[config.mk]
export PLATFORM = sky130hd
export DESIGN_NAME = ahb_arbiter
export DESIGN_NICKNAME = d
export VERILOG_FILES = /design/src/rtl/ahb_pkg.sv /design/src/rtl/rr_picker.sv /design/src/rtl/ahb_arbiter.sv
export SDC_FILE = /design/constraint.sdc
export NUM_CORES = 1
export LEC_CHECK = 0
export BUFFER_PORTS_ARGS = -buffer_cell sky130_fd_sc_hd__buf_2
export CORE_MARGIN = 3
export CORE_UTILIZATION = 45
export DETAILED_ROUTE_END_ITERATION = 16
export GPL_ROUTABILITY_DRIVEN = 0
export MAX_ROUTING_LAYER = met4
export PLACE_DENSITY = 0.72
export SETUP_SLACK_MARGIN = 0.2
export SYNTH_ARGS = -nofsm -noshare
export SYNTH_HDL_FRONTEND = slang
export SYNTH_SLANG_ARGS = --single-unit
export TNS_END_PERCENT = 20
[constraint.sdc]
create_clock -name clock -period 1.9 [get_ports clock]
set_input_delay 0.19 -clock clock [delete_from_list [all_inputs] [get_ports clock]]
set_output_delay 0.19 -clock clock [all_outputs]
set_load 0.005 [all_outputs]
[src/rtl/ahb_pkg.sv]
// Shared AHB definitions: transfer-type encodings, arbiter state and HMASTER width.
package ahb_pkg;

  localparam int unsigned HMASTER_W = 4;

  localparam logic [1:0] HTRANS_IDLE   = 2'b00;
  localparam logic [1:0] HTRANS_BUSY   = 2'b01;
  localparam logic [1:0] HTRANS_NONSEQ = 2'b10;
  localparam logic [1:0] HTRANS_SEQ    = 2'b11;

  typedef enum logic [1:0] {
    ARB_DEFAULT = 2'd0,
    ARB_OWNED   = 2'd1,
    ARB_LOCKED  = 2'd2
  } arb_state_t;

endpackage

[src/rtl/rr_picker.sv]
// Combinational round-robin picker: first set request scanning upward from ptr, wrapping.
module rr_picker #(
  parameter int unsigned N  = 2,
  parameter int unsigned PW = (N > 1) ? $clog2(N) : 1
) (
  input  logic [N-1:0]  req,
  input  logic [PW-1:0] ptr,
  output logic [N-1:0]  grant,
  output logic          valid
);

  logic [PW-1:0] idx;

  always_comb begin
    grant = '0;
    valid = 1'b0;
    idx   = '0;
    for (int unsigned j = 0; j < N; j++) begin
      idx = PW'((32'(ptr) + j) % N);
      if (!valid && req[idx]) begin
        valid      = 1'b1;
        grant[idx] = 1'b1;
      end
    end
  end

endmodule

[src/rtl/ahb_arbiter.sv]
// Round-robin AHB arbiter with lock support, per-tenure transfer budget and
// HREADY-gated address-phase handover (HMASTER/HMASTLOCK).
module ahb_arbiter
  import ahb_pkg::*;
#(
  parameter int unsigned NUM_MASTERS    = 2,
  parameter int unsigned DEFAULT_MASTER = 0,
  parameter int unsigned MAX_TENURE     = 16
) (
  input  logic                   clock,
  input  logic                   Rst,
  input  logic [NUM_MASTERS-1:0] HBUSREQ,
  input  logic [NUM_MASTERS-1:0] HLOCK,
  input  logic [1:0]             HTRANS,
  input  logic                   HREADY,
  output logic [NUM_MASTERS-1:0] HGRANT,
  output logic [HMASTER_W-1:0]   HMASTER,
  output logic                   HMASTLOCK
);

  localparam int unsigned PW = $clog2(NUM_MASTERS);
  localparam int unsigned TW = $clog2(MAX_TENURE + 1);
  localparam logic [NUM_MASTERS-1:0] DEF_GRANT = NUM_MASTERS'(1) << DEFAULT_MASTER;

  arb_state_t             state, state_nxt;
  logic [TW-1:0]          tenure, tenure_nxt;
  logic [NUM_MASTERS-1:0] grant_nxt;
  logic [HMASTER_W-1:0]   hmaster_nxt;
  logic                   hmastlock_nxt;

  logic [PW-1:0]          owner;
  logic [PW-1:0]          ptr;
  logic [NUM_MASTERS-1:0] pick_grant;
  logic                   pick_valid;
  logic                   own_req;
  logic                   own_lock;
  logic                   xfer;
  logic                   arbitrate;
  logic                   under_budget;

  // Index of the currently granted master.
  always_comb begin
    owner = '0;
    for (int unsigned i = 0; i < NUM_MASTERS; i++) begin
      if (HGRANT[i]) owner = PW'(i);
    end
  end

  assign ptr = PW'((32'(owner) + 32'd1) % NUM_MASTERS);

  // Only the other masters go to the picker; the owner is handled as lowest priority.
  rr_picker #(.N(NUM_MASTERS), .PW(PW)) u_picker (
    .req   (HBUSREQ & ~HGRANT),
    .ptr   (ptr),
    .grant (pick_grant),
    .valid (pick_valid)
  );

  always_ff @(posedge clock) begin
    if (Rst) begin
      state     <= ARB_DEFAULT;
      HGRANT    <= DEF_GRANT;
      HMASTER   <= HMASTER_W'(DEFAULT_MASTER);
      HMASTLOCK <= 1'b0;
      tenure    <= '0;
    end else begin
      state     <= state_nxt;
      HGRANT    <= grant_nxt;
      HMASTER   <= hmaster_nxt;
      HMASTLOCK <= hmastlock_nxt;
      tenure    <= tenure_nxt;
    end
  end

  always_comb begin
    state_nxt     = state;
    grant_nxt     = HGRANT;
    tenure_nxt    = tenure;
    hmaster_nxt   = HMASTER;
    hmastlock_nxt = HMASTLOCK;
    arbitrate     = 1'b0;
    own_req       = HBUSREQ[owner];
    own_lock      = HLOCK[owner];
    xfer          = (HTRANS == HTRANS_NONSEQ) || (HTRANS == HTRANS_SEQ);
    under_budget  = tenure < TW'(MAX_TENURE);

    if (HREADY) begin
      hmaster_nxt   = HMASTER_W'(owner);
      hmastlock_nxt = own_lock;
    end

    if (HREADY && xfer && (state != ARB_DEFAULT) && under_budget) begin
      tenure_nxt = tenure + TW'(1);
    end

    case (state)
      ARB_DEFAULT: begin
        if (HREADY && (HTRANS != HTRANS_BUSY)) arbitrate = 1'b1;
      end
      ARB_OWNED: begin
        if (HREADY && own_lock) state_nxt = ARB_LOCKED;
        else if (HREADY && (HTRANS != HTRANS_BUSY)) arbitrate = 1'b1;
      end
      ARB_LOCKED: begin
        if (HREADY && !own_lock && (HTRANS == HTRANS_IDLE)) arbitrate = 1'b1;
      end
      default: state_nxt = ARB_DEFAULT;
    endcase

    // In ARB_DEFAULT nobody has a tenure to protect, so only the scan applies.
    if (arbitrate) begin
      if ((state != ARB_DEFAULT) && own_req && under_budget) begin
        state_nxt = ARB_OWNED;
      end else if (pick_valid) begin
        grant_nxt = pick_grant;
        state_nxt = ARB_OWNED;
      end else if (own_req) begin
        state_nxt = ARB_OWNED;
      end else begin
        grant_nxt = DEF_GRANT;
        state_nxt = ARB_DEFAULT;
      end
    end

    if ((grant_nxt != HGRANT) || (state_nxt == ARB_DEFAULT)) tenure_nxt = '0;
  end

endmodule
==> results.sh, run 1 <==
export IMPL_p_int_mw=0.377
export IMPL_arrival_ns=2.06
export IMPL_wl_um=1580
export IMPL_cts_made_buffers=3
export IMPL_place_ws_ns=0.0313
export IMPL_hp_class="primary input to flop"
export IMPL_cts_root_buf="clkbuf_4"
export IMPL_vias=645
export IMPL_rsz0062_at_grt="true"
export IMPL_drive_above_1_share=0.310
export IMPL_numClockSinks=11
export IMPL_ant_nets=0
export IMPL_io_pins=16
export IMPL_powerDensity_nw_per_um2=647
export IMPL_ys_async_sr_fraction=0
export IMPL_critPathRequiredTime_ns=2.10
export IMPL_p_seq_frac=0.461
export IMPL_yosys_warnings=0
export IMPL_diodes=0
export IMPL_cts_path_max_buffers=2
export IMPL_final_common_cell="buf_2"
export IMPL_holdCritStartpoint="Rst"
export IMPL_syn_area_um2=681
export IMPL_crit_buf_inv=0
export IMPL_total_leakage_power_nw=0.327
export IMPL_ys_types=35
export IMPL_startpoint="HGRANT[1]"
export IMPL_slew_violations=0
export IMPL_die_w_um=44.9
export IMPL_grt_max_degree=10
export IMPL_critPathKind="flop to flop"
export IMPL_cp_end_kind="flop"
export IMPL_mostFrequentLayoutCells="buf_2 (12), dfxtp_1 (10), nand2_1 (7)"
export IMPL_drcViolationCount=0
export IMPL_die_height_um=44.9
export IMPL_grt_pass1_wl_um=2470
export IMPL_first_pass_iters=4
export IMPL_synth_edf_count=0
export IMPL_cp_depth=4
export IMPL_path_clk_slew_ns=0.08
export IMPL_p_total_mw=0.542
export IMPL_hold_path_depth=2
export IMPL_r2r_cells=4
export IMPL_hpwl_um=1090
export IMPL_p_comb_frac=0.228
export IMPL_run_status="finished clean"
export IMPL_slowest_delay_ns=0.55
export IMPL_cts_hold_fix_buffers=0
export IMPL_rr_startpoint="HGRANT[1]"
export IMPL_avgSynthCellArea_um2=8.20
export IMPL_slowest_stage="or4_4"
export IMPL_routedWlPerCell_um=13.7
export IMPL_placed_cells=108
export IMPL_path_cells="mux2_4, a211o_1, or4_4, a211oi_2"
export IMPL_ys_flop_type="dfxtp_1"
export IMPL_drv_cap=0
export IMPL_skew_ns=0.00540
export IMPL_clock_latency_ns=0.28
export IMPL_area_delta_synth_final_pct=23.2
export IMPL_cp_start_kind="flop"
export IMPL_antenna_found_initial=0
export IMPL_tritoncts="done"
export IMPL_min_period_over_period=0.977
export IMPL_p_clk_frac=0.311
export IMPL_path_delay_family="compound AO/OA/AOI/OAI gates"
export IMPL_ys_ff_latch=11
export IMPL_critPathMaxFanout=5
export IMPL_num_rows=13
export IMPL_hold_viol=0
export IMPL_portBuffers=12
export IMPL_initial_core_util=0.498
export IMPL_stdcell_count=115
export IMPL_ir_drop_uv=462
export IMPL_syn_inst=83
export IMPL_p_sw_mw=0.165
export IMPL_htree_num_levels=1
export IMPL_grt_usage=0.178
export IMPL_max_freq_mhz=538
export IMPL_period_minus_slack_ns=1.86
export IMPL_setup_viol=0
export IMPL_dieArea_um2=2020
export IMPL_viasPerCell=5.61
export IMPL_ys_seq_area_frac=0.324
export IMPL_sw_frac_of_total=0.305
export IMPL_timing_final_ws_setup_ns=0.0429
export IMPL_coreArea_um2=1370
export IMPL_globalRouteOverflowTotal=0
export IMPL_nets=111
export IMPL_drtIter0Drc=12
export IMPL_grt_pass1_vias=570
## cells in the mapped netlist (2+ instances only)
cell type | number | area (µm²)
nand2_1 | 7 | 26.3
o21ai_0 | 2 | 10.0
or3_1 | 2 | 12.5
clkbuf_1 | 2 | 7.51
nand2b_1 | 2 | 12.5
nor2b_1 | 3 | 18.8
a21oi_1 | 6 | 30.0
inv_1 | 5 | 18.8
nor3_1 | 2 | 10.0
xnor2_1 | 3 | 26.3
nand3_1 | 2 | 10.0
buf_4 | 4 | 30.0
mux2i_1 | 2 | 20.0
nor2_1 | 6 | 22.5
dfxtp_1 | 11 | 220
a211oi_1 | 5 | 37.5
## logic make-up after synthesis
group | Yosys count | share of synthesized area
AOI/OAI and AO/OA | 24 | 0.248
xor gates and xnor gates | 4 | 0.0515
adders and majority gates | 1 | 0.0184
buffers and inverters | 12 | 0.0993
DFF | 11 | 0.324
muxes | 3 | 0.0515
other | 1 | 0.00551
and+or+nand+nor | 27 | 0.202
## flip-flops by register name (all words and copies together), names as in the netlist
register and flops:
state 2, HMASTLOCK 1, HMASTER 1, tenure 5
HGRANT 2
## power by group through the flow
stage	sequential, mW	clock (mW)	combinational [mW]
6_report	0.250	0.169	0.123
3_5_place_dp	0.255	0	0.102
5_1_grt	0.252	0.176	0.136
4_1_cts	0.250	0.165	0.115
3_3_place_gp	0.254	0	0.100
2_1_floorplan	0.251	0	0.0762
## worst reg2reg max path: stages, from the launching register on
cell and delay (ns):
dfxtp_2 0.35, mux2_4 0.31, a211o_1 0.35, or4_4 0.55
a211oi_2 0.22
## through the flow
step                hold slack [ns]   util  instance area, µm²   TNS (ns)
global placement              0.454  0.542                 741          0
finish                        0.183  0.614                 838          0
floorplan                     0.342      -                 688          0
CTS                           0.182  0.602                 822          0
detailed placement            0.458  0.542                 741          0
global route                  0.197  0.614                 838  -0.000137
## path summary, 6_finish.rpt
kind / to / slack [ns]
worst max-delay path: tenure[2] / 0.04
worst min-delay path: HMASTLOCK / 0.18
worst max register to register: tenure[2] / 0.04
worst min register to register: HMASTLOCK / 0.46
## repair_timing
action / 4_1_cts / 5_1_grt
resized for setup: 7 / 4
endpoints found under the setup margin: 6 / 8
cloned: 0 / 0
pin swaps: 8 / 4
setup buffers: 3 / 0
## routing by layer
layer	global-route usage	vias to the layer above	routed length [µm]
li1	-	325	-
met1	0.212	300	718
met2	0.292	15	757
met3	0.0239	5	71
met4	0.0877	0	29
met5	-	-	0
## final cells by class
class | instances | area [µm²]
Timing Repair Buffer | 18 | 105
Inverter | 5 | 18.8
Sequential cell | 11 | 221
Fill cell | 129 | 528
Tap cell | 15 | 18.8
Clock buffer | 4 | 26.3
Multi-Input combinational cell | 62 | 448
No activity file was read; power rests on OpenSTA's default activity.
==> run 2, diff against run 1 <==
--- a/config.mk
+++ b/config.mk
@@ -12,6 +12,7 @@
 export GPL_ROUTABILITY_DRIVEN = 0
 export MAX_ROUTING_LAYER = met4
 export PLACE_DENSITY = 0.72
+export REMOVE_ABC_BUFFERS = 1
 export SETUP_SLACK_MARGIN = 0.2
 export SYNTH_ARGS = -nofsm -noshare
 export SYNTH_HDL_FRONTEND = slang
==> run 2 against run 1 <==
  * Power decreased by 3.0%
  * Cell count is 0.87% higher
  * Clock power decreased by 7%
  * Count of clock-buffer cells in the layout unchanged
  * Sequential cell count unchanged
  * Sequential share of layout area grew 0.60 points
  * Utilization down 1.4 points
  * Critical endpoint is now HGRANT[0]
  * Design area down 2.2%
  * Via count is 0.47% higher
  * Critical path depth stayed put
==> results.sh, run 2 (synthesized netlist as in run 1, its figures left out) <==
export IMPL_run_status="finished clean"
export IMPL_viasPerCell=5.59
export IMPL_ir_drop_uv=373
export IMPL_utilization=0.600
export IMPL_hold_path_end="state[0]"
export IMPL_wl_um=1590
export IMPL_cts_made_buffers=3
export IMPL_hpwl_um=1070
export IMPL_placed_area_um2=741
export IMPL_vias=648
export IMPL_num_rows=13
export IMPL_initial_core_util=0.498
export IMPL_drcViolationCount=0
export IMPL_first_pass_iters=4
export IMPL_drtIter0Drc=15
export IMPL_hold_path_depth=2
export IMPL_max_freq_mhz=549
export IMPL_multi_input_area_um2=422
export IMPL_diodes=0
export IMPL_slowest_stage="or3_1"
export IMPL_placed_cells=108
export IMPL_final_common_cell="buf_2"
export IMPL_r2r_setup_slack_ns=0.08
export IMPL_path_cells="mux2_4, a211o_1, or3_1, o41a_1"
export IMPL_clock_latency_ns=0.26
export IMPL_top_regs="tenure: 5 flops, HGRANT: 2 flops, state: 2 flops"
export IMPL_grt_pass1_vias=633
export IMPL_cp_end_kind="flop"
export IMPL_path_clk_slew_ns=0.07
export IMPL_final_area_um2=820
export IMPL_grt_max_degree=10
export IMPL_antenna_found_initial=0
export IMPL_portBuffers=12
export IMPL_setup_tns_ns=0
export IMPL_area_delta_synth_final_pct=20.4
export IMPL_routedWlPerCell_um=13.7
export IMPL_rsz0062_at_grt="true"
export IMPL_globalRouteOverflowTotal=0
export IMPL_cp_start_kind="flop"
export IMPL_arrival_ns=1.96
export IMPL_min_period_over_period=0.958
export IMPL_nets=112
export IMPL_hp_class="primary input to flop"
export IMPL_grt_pass1_wl_um=2700
export IMPL_die_w_um=44.9
export IMPL_tritoncts="done"
export IMPL_period_minus_slack_ns=1.82
export IMPL_holdCritStartpoint="Rst"
export IMPL_nFillCells=132
export IMPL_io_pins=16
export IMPL_register_area_um2=221
export IMPL_regToRegEndpoint="HGRANT[0]"
export IMPL_numClockSinks=11
export IMPL_r2r_cells=4
export IMPL_dieArea_um2=2020
export IMPL_drive_above_1_share=0.287
export IMPL_die_height_um=44.9
export IMPL_total_leakage_power_nw=0.331
export IMPL_powerDensity_nw_per_um2=642
export IMPL_largest_register_ffs=5
export IMPL_coreArea_um2=1370
export IMPL_cts_path_max_buffers=2
export IMPL_setup_viol=0
export IMPL_grt_usage=0.188
export IMPL_slowest_delay_ns=0.41
export IMPL_htree_num_levels=1
export IMPL_mostFrequentLayoutCells="buf_2 (12), dfxtp_1 (10), nand2_1 (7), buf_4 (7)"
export IMPL_critPathMaxFanout=4
export IMPL_slew_violations=0
export IMPL_critPathKind="flop to flop"
export IMPL_top_register="tenure"
export IMPL_skew_ns=0.00480
export IMPL_hold_viol=0
export IMPL_critPathRequiredTime_ns=2.04
export IMPL_ant_nets=0
export IMPL_stdcell_count=116
export IMPL_cts_root_buf="clkbuf_4"
export IMPL_drv_cap=0
export IMPL_rr_startpoint="HGRANT[1]"
run 2: cell type report:
cell class                      count  area share
Timing Repair Buffer               19       0.137
Sequential cell                    11       0.270
Clock buffer                        4      0.0321
Multi-Input combinational cell     62       0.515
Inverter                            5      0.0229
Tap cell                           15      0.0229
run 2: metal layers:
metal,vias up,global-route usage,part of all wire
li1,328,-,-
met1,295,0.203,0.43
met2,23,0.335,0.50
met3,2,0.0359,0.064
met4,0,0.0760,0.0075
met5,-,-,0
run 2: worst max-delay path: cells and delay by family, from the launching register on:
kind	cells	cell delay [ns]
compound gates	2	0.64
simple gates	1	0.41
flops	1	0.34
mux	1	0.31
run 2: where the power goes:
| part | total (mW) | switching, mW | internal (mW) |
|---|---|---|---|
| Combinational | 0.118 | 0.0636 | 0.0546 |
| Sequential | 0.250 | 0.0102 | 0.240 |
| Clock | 0.158 | 0.0770 | 0.0811 |
run 2: how the worst max path moves through the flow:
stage / slack (ns) / endpoint / cells past startpoint / start
CTS: 0.08 / HGRANT[0] / 4 / HGRANT[1]
floorplan: -0.02 / HGRANT[0] / 4 / HGRANT[1]
global placement: 0.09 / HGRANT[0] / 4 / HGRANT[1]
finish: 0.08 / HGRANT[0] / 4 / HGRANT[1]
detailed placement: 0.06 / HGRANT[0] / 4 / HGRANT[1]
global route: 0.04 / HGRANT[0] / 4 / HGRANT[1]
run 2: timing repair:
| item | 4_1_cts | 5_1_grt |
|---|---|---|
| gates resized for setup | 2 | 3 |
| setup endpoints to repair | 6 | 8 |
| setup buffers | 4 | 0 |
| pin swaps | 4 | 2 |
| hold buffers | 0 | 0 |
run 2: stage by stage:
step / worst slack [ns] / power, mW / hold WS (ns)
after global placement: 0.0909 / 0.355 / 0.449
after floorplan: -0.0170 / 0.314 / 0.259
after CTS: 0.0793 / 0.524 / 0.177
after detailed placement: 0.0570 / 0.356 / 0.451
after global routing: 0.0355 / 0.557 / 0.192
final: 0.0793 / 0.526 / 0.196
==> run 3, diff against run 2 <==
--- a/config.mk
+++ b/config.mk
@@ -11,10 +11,11 @@
 export DETAILED_ROUTE_END_ITERATION = 16
 export GPL_ROUTABILITY_DRIVEN = 0
 export MAX_ROUTING_LAYER = met4
-export PLACE_DENSITY = 0.72
+export PLACE_DENSITY = 0.71
 export REMOVE_ABC_BUFFERS = 1
 export SETUP_SLACK_MARGIN = 0.2
 export SYNTH_ARGS = -nofsm -noshare
 export SYNTH_HDL_FRONTEND = slang
+export SYNTH_HIERARCHICAL = 1
 export SYNTH_SLANG_ARGS = --single-unit
 export TNS_END_PERCENT = 20
==> run 3 against run 2 <==
  * Via count grew 9.6%
  * Sequential power down 2%
  * Area after synthesis rose by 12%
  * Clock skew is 0.0015 ns higher
  * Largest power group unchanged
  * Utilization increased by 0.050 points
==> results.sh, run 3 <==
export IMPL_final_area_um2=936
export IMPL_tritoncts="done"
export IMPL_ant_nets=0
export IMPL_path_delay_family="simple AND/OR/NAND/NOR gates"
export IMPL_yosys_warnings=6
export IMPL_avgSynthCellArea_um2=8.48
export IMPL_register_area_um2=224
export IMPL_crit_buf_inv=1
export IMPL_rr_startpoint="HGRANT[1]"
export IMPL_p_comb_frac=0.265
export IMPL_startpoint="HGRANT[1]"
export IMPL_antenna_found_initial=0
export IMPL_drv_cap=0
export IMPL_critPathRequiredTime_ns=2.10
export IMPL_top_regs="tenure: 5 flops, HGRANT: 2 flops, state: 2 flops"
export IMPL_diodes=0
export IMPL_htree_num_levels=1
export IMPL_yosysTopAreaCell="dfxtp_1"
export IMPL_coreArea_um2=1560
export IMPL_yosys_area_share_simple=0.279
export IMPL_r2r_cells=7
export IMPL_top_register="tenure"
export IMPL_vias=710
export IMPL_synth_area_leaders="dfxtp_1 (29%), mux2i_1 (5.2%), buf_4 (3.9%), nor3b_1 (3.9%), nand2_1 (3.4%)"
export IMPL_multi_input_area_um2=546
export IMPL_min_period_over_period=0.934
export IMPL_ys_flop_type="dfxtp_1"
export IMPL_critPathMaxFanout=6
export IMPL_num_rows=14
export IMPL_grt_max_degree=9
export IMPL_timing_final_ws_setup_ns=0.125
export IMPL_portBuffers=12
export IMPL_hold_path_depth=2
export IMPL_synth_compound_area_frac=0.192
export IMPL_cts_path_max_buffers=2
export IMPL_placed_area_um2=828
export IMPL_nFillCells=138
export IMPL_ys_ff_latch=11
export IMPL_synth_xor_area_frac=0.0344
export IMPL_synth_edf_count=0
export IMPL_arrival_ns=1.97
export IMPL_hold_viol=0
export IMPL_syn_inst=90
export IMPL_synth_top_family_by_area="simple AND/OR/NAND/NOR gates"
export IMPL_p_clk_frac=0.292
export IMPL_p_int_mw=0.387
export IMPL_routedWlPerCell_um=14.1
export IMPL_total_leakage_power_nw=0.368
export IMPL_grt_usage=0.174
export IMPL_die_w_um=47.2
export IMPL_ys_types=42
export IMPL_viasPerCell=5.82
export IMPL_max_freq_mhz=563
export IMPL_first_pass_iters=4
export IMPL_setup_viol=0
export IMPL_slowest_stage="dfxtp_4"
export IMPL_critPathKind="flop to flop"
export IMPL_period_minus_slack_ns=1.78
export IMPL_place_ws_ns=-0.0770
export IMPL_largest_register_ffs=5
export IMPL_yosys_cell_count_top_type="dfxtp_1"
export IMPL_path_cells="and2b_2, or2_4, inv_2, or3_1, a41oi_2, a31oi_4, nor3_2"
export IMPL_synth_adder_area_share=0.0164
export IMPL_utilization=0.600
export IMPL_slew_violations=0
export IMPL_synth_area_mux_share=0.0869
export IMPL_holdCritStartpoint="Rst"
export IMPL_path_clk_slew_ns=0.07
export IMPL_drcViolationCount=0
export IMPL_drtIter0Drc=13
export IMPL_p_sw_mw=0.164
export IMPL_initial_core_util=0.490
export IMPL_drive_above_1_share=0.425
export IMPL_powerDensity_nw_per_um2=590
export IMPL_ys_async_sr_fraction=0
export IMPL_globalRouteOverflowTotal=0
export IMPL_slowest_delay_ns=0.36
export IMPL_grt_pass1_vias=606
export IMPL_hpwl_um=1160
export IMPL_clock_latency_ns=0.27
export IMPL_cp_start_kind="flop"
export IMPL_die_height_um=47.2
export IMPL_ir_drop_uv=318
export IMPL_cp_end_kind="flop"
export IMPL_grt_pass1_wl_um=2630
export IMPL_synth_top_area_frac=0.289
export IMPL_cp_depth=7
export IMPL_final_common_cell="buf_2"
export IMPL_mostFrequentLayoutCells="buf_2 (12), dfxtp_1 (10), nand2_1 (7)"
export IMPL_syn_area_um2=763
export IMPL_cts_hold_fix_buffers=0
export IMPL_numClockSinks=11
export IMPL_cts_root_buf="clkbuf_4"
export IMPL_p_seq_frac=0.443
export IMPL_sw_frac_of_total=0.298
export IMPL_hp_class="primary input to flop"
export IMPL_dieArea_um2=2230
export IMPL_wl_um=1720
export IMPL_io_pins=16
export IMPL_nets=117
export IMPL_area_delta_synth_final_pct=22.6
export IMPL_r2r_setup_slack_ns=0.12
export IMPL_ys_seq_area_frac=0.289
export IMPL_synthTopCellsByCount="dfxtp_1 (11), nand2_1 (7), nor2_1 (6)"
export IMPL_skew_ns=0.00634
export IMPL_run_status="finished clean"
export IMPL_cts_made_buffers=3
export IMPL_rsz0062_at_grt="true"
-- run 3: changes by cell type in the layout (fill, tap and decap cells not counted), moves of 3 or more --
| cell | before | now |
|---|---|---|
| a211oi_2 | 3 | 0 |
| a21oi_1 | 6 | 1 |
| inv_1 | 5 | 2 |
| nor2b_1 | 3 | 0 |
| nor3_2 | 0 | 3 |
| nor3b_1 | 0 | 3 |
-- run 3: per-layer routing --
| metal | vias up | track usage | share of wire |
|---|---|---|---|
| met2 | 28 | 0.293 | 0.48 |
| li1 | 353 | - | - |
| met3 | 4 | 0.0460 | 0.056 |
| met4 | 0 | 0.0497 | 0.012 |
| met1 | 325 | 0.201 | 0.45 |
| met5 | - | - | 0 |
-- run 3: cells by family (layout without fill, tap and decap cells) --
kind of cell               Yosys count  after routing
buffers and inverters               12             26
AOI/OAI and AO/OA                   20             20
muxes                                6              6
DFF                                 11             11
and+or+nand+nor                     36             36
other                                1              3
adders and majority gates            1              1
xor gates and xnor gates             3              3
-- run 3: final cells by class --
type,instances,area share
clock buffer,4,0.0281
inverter,4,0.0160
multi-input combinational,69,0.583
sequential,11,0.239
tap,16,0.0214
timing repair buffer,18,0.112
-- run 3: power groups by stage --
stage,Sequential (mW),Clock [mW],Combinational [mW]
2_1_floorplan,0.251,0,0.0712
3_3_place_gp,0.249,0,0.118
3_5_place_dp,0.250,0,0.119
4_1_cts,0.244,0.166,0.140
5_1_grt,0.245,0.175,0.159
6_report,0.244,0.161,0.146
-- run 3: worst paths after layout --
| path | endpoint |
|---|---|
| min reg2reg | HMASTLOCK |
| max | tenure[2] |
| max reg2reg | tenure[2] |
| min | HGRANT[1] |
-- run 3: stage by stage --
stage,cells,hold slack (ns),TNS (ns),power (mW)
after floorplan,84,0.259,0,0.322
after global placement,117,0.473,-0.133,0.367
after detailed placement,117,0.469,-0.321,0.369
after CTS,121,0.164,0,0.550
after global routing,122,0.191,0,0.580
final,122,0.167,0,0.552
-- run 3: repair_timing --
| item | 4_1_cts | 5_1_grt |
|---|---|---|
| endpoints found under the setup margin | 7 | 7 |
| resized for setup | 18 | 1 |
| setup buffers | 0 | 1 |
| pin swaps | 8 | 1 |
| hold endpoints to repair | 0 | 0 |
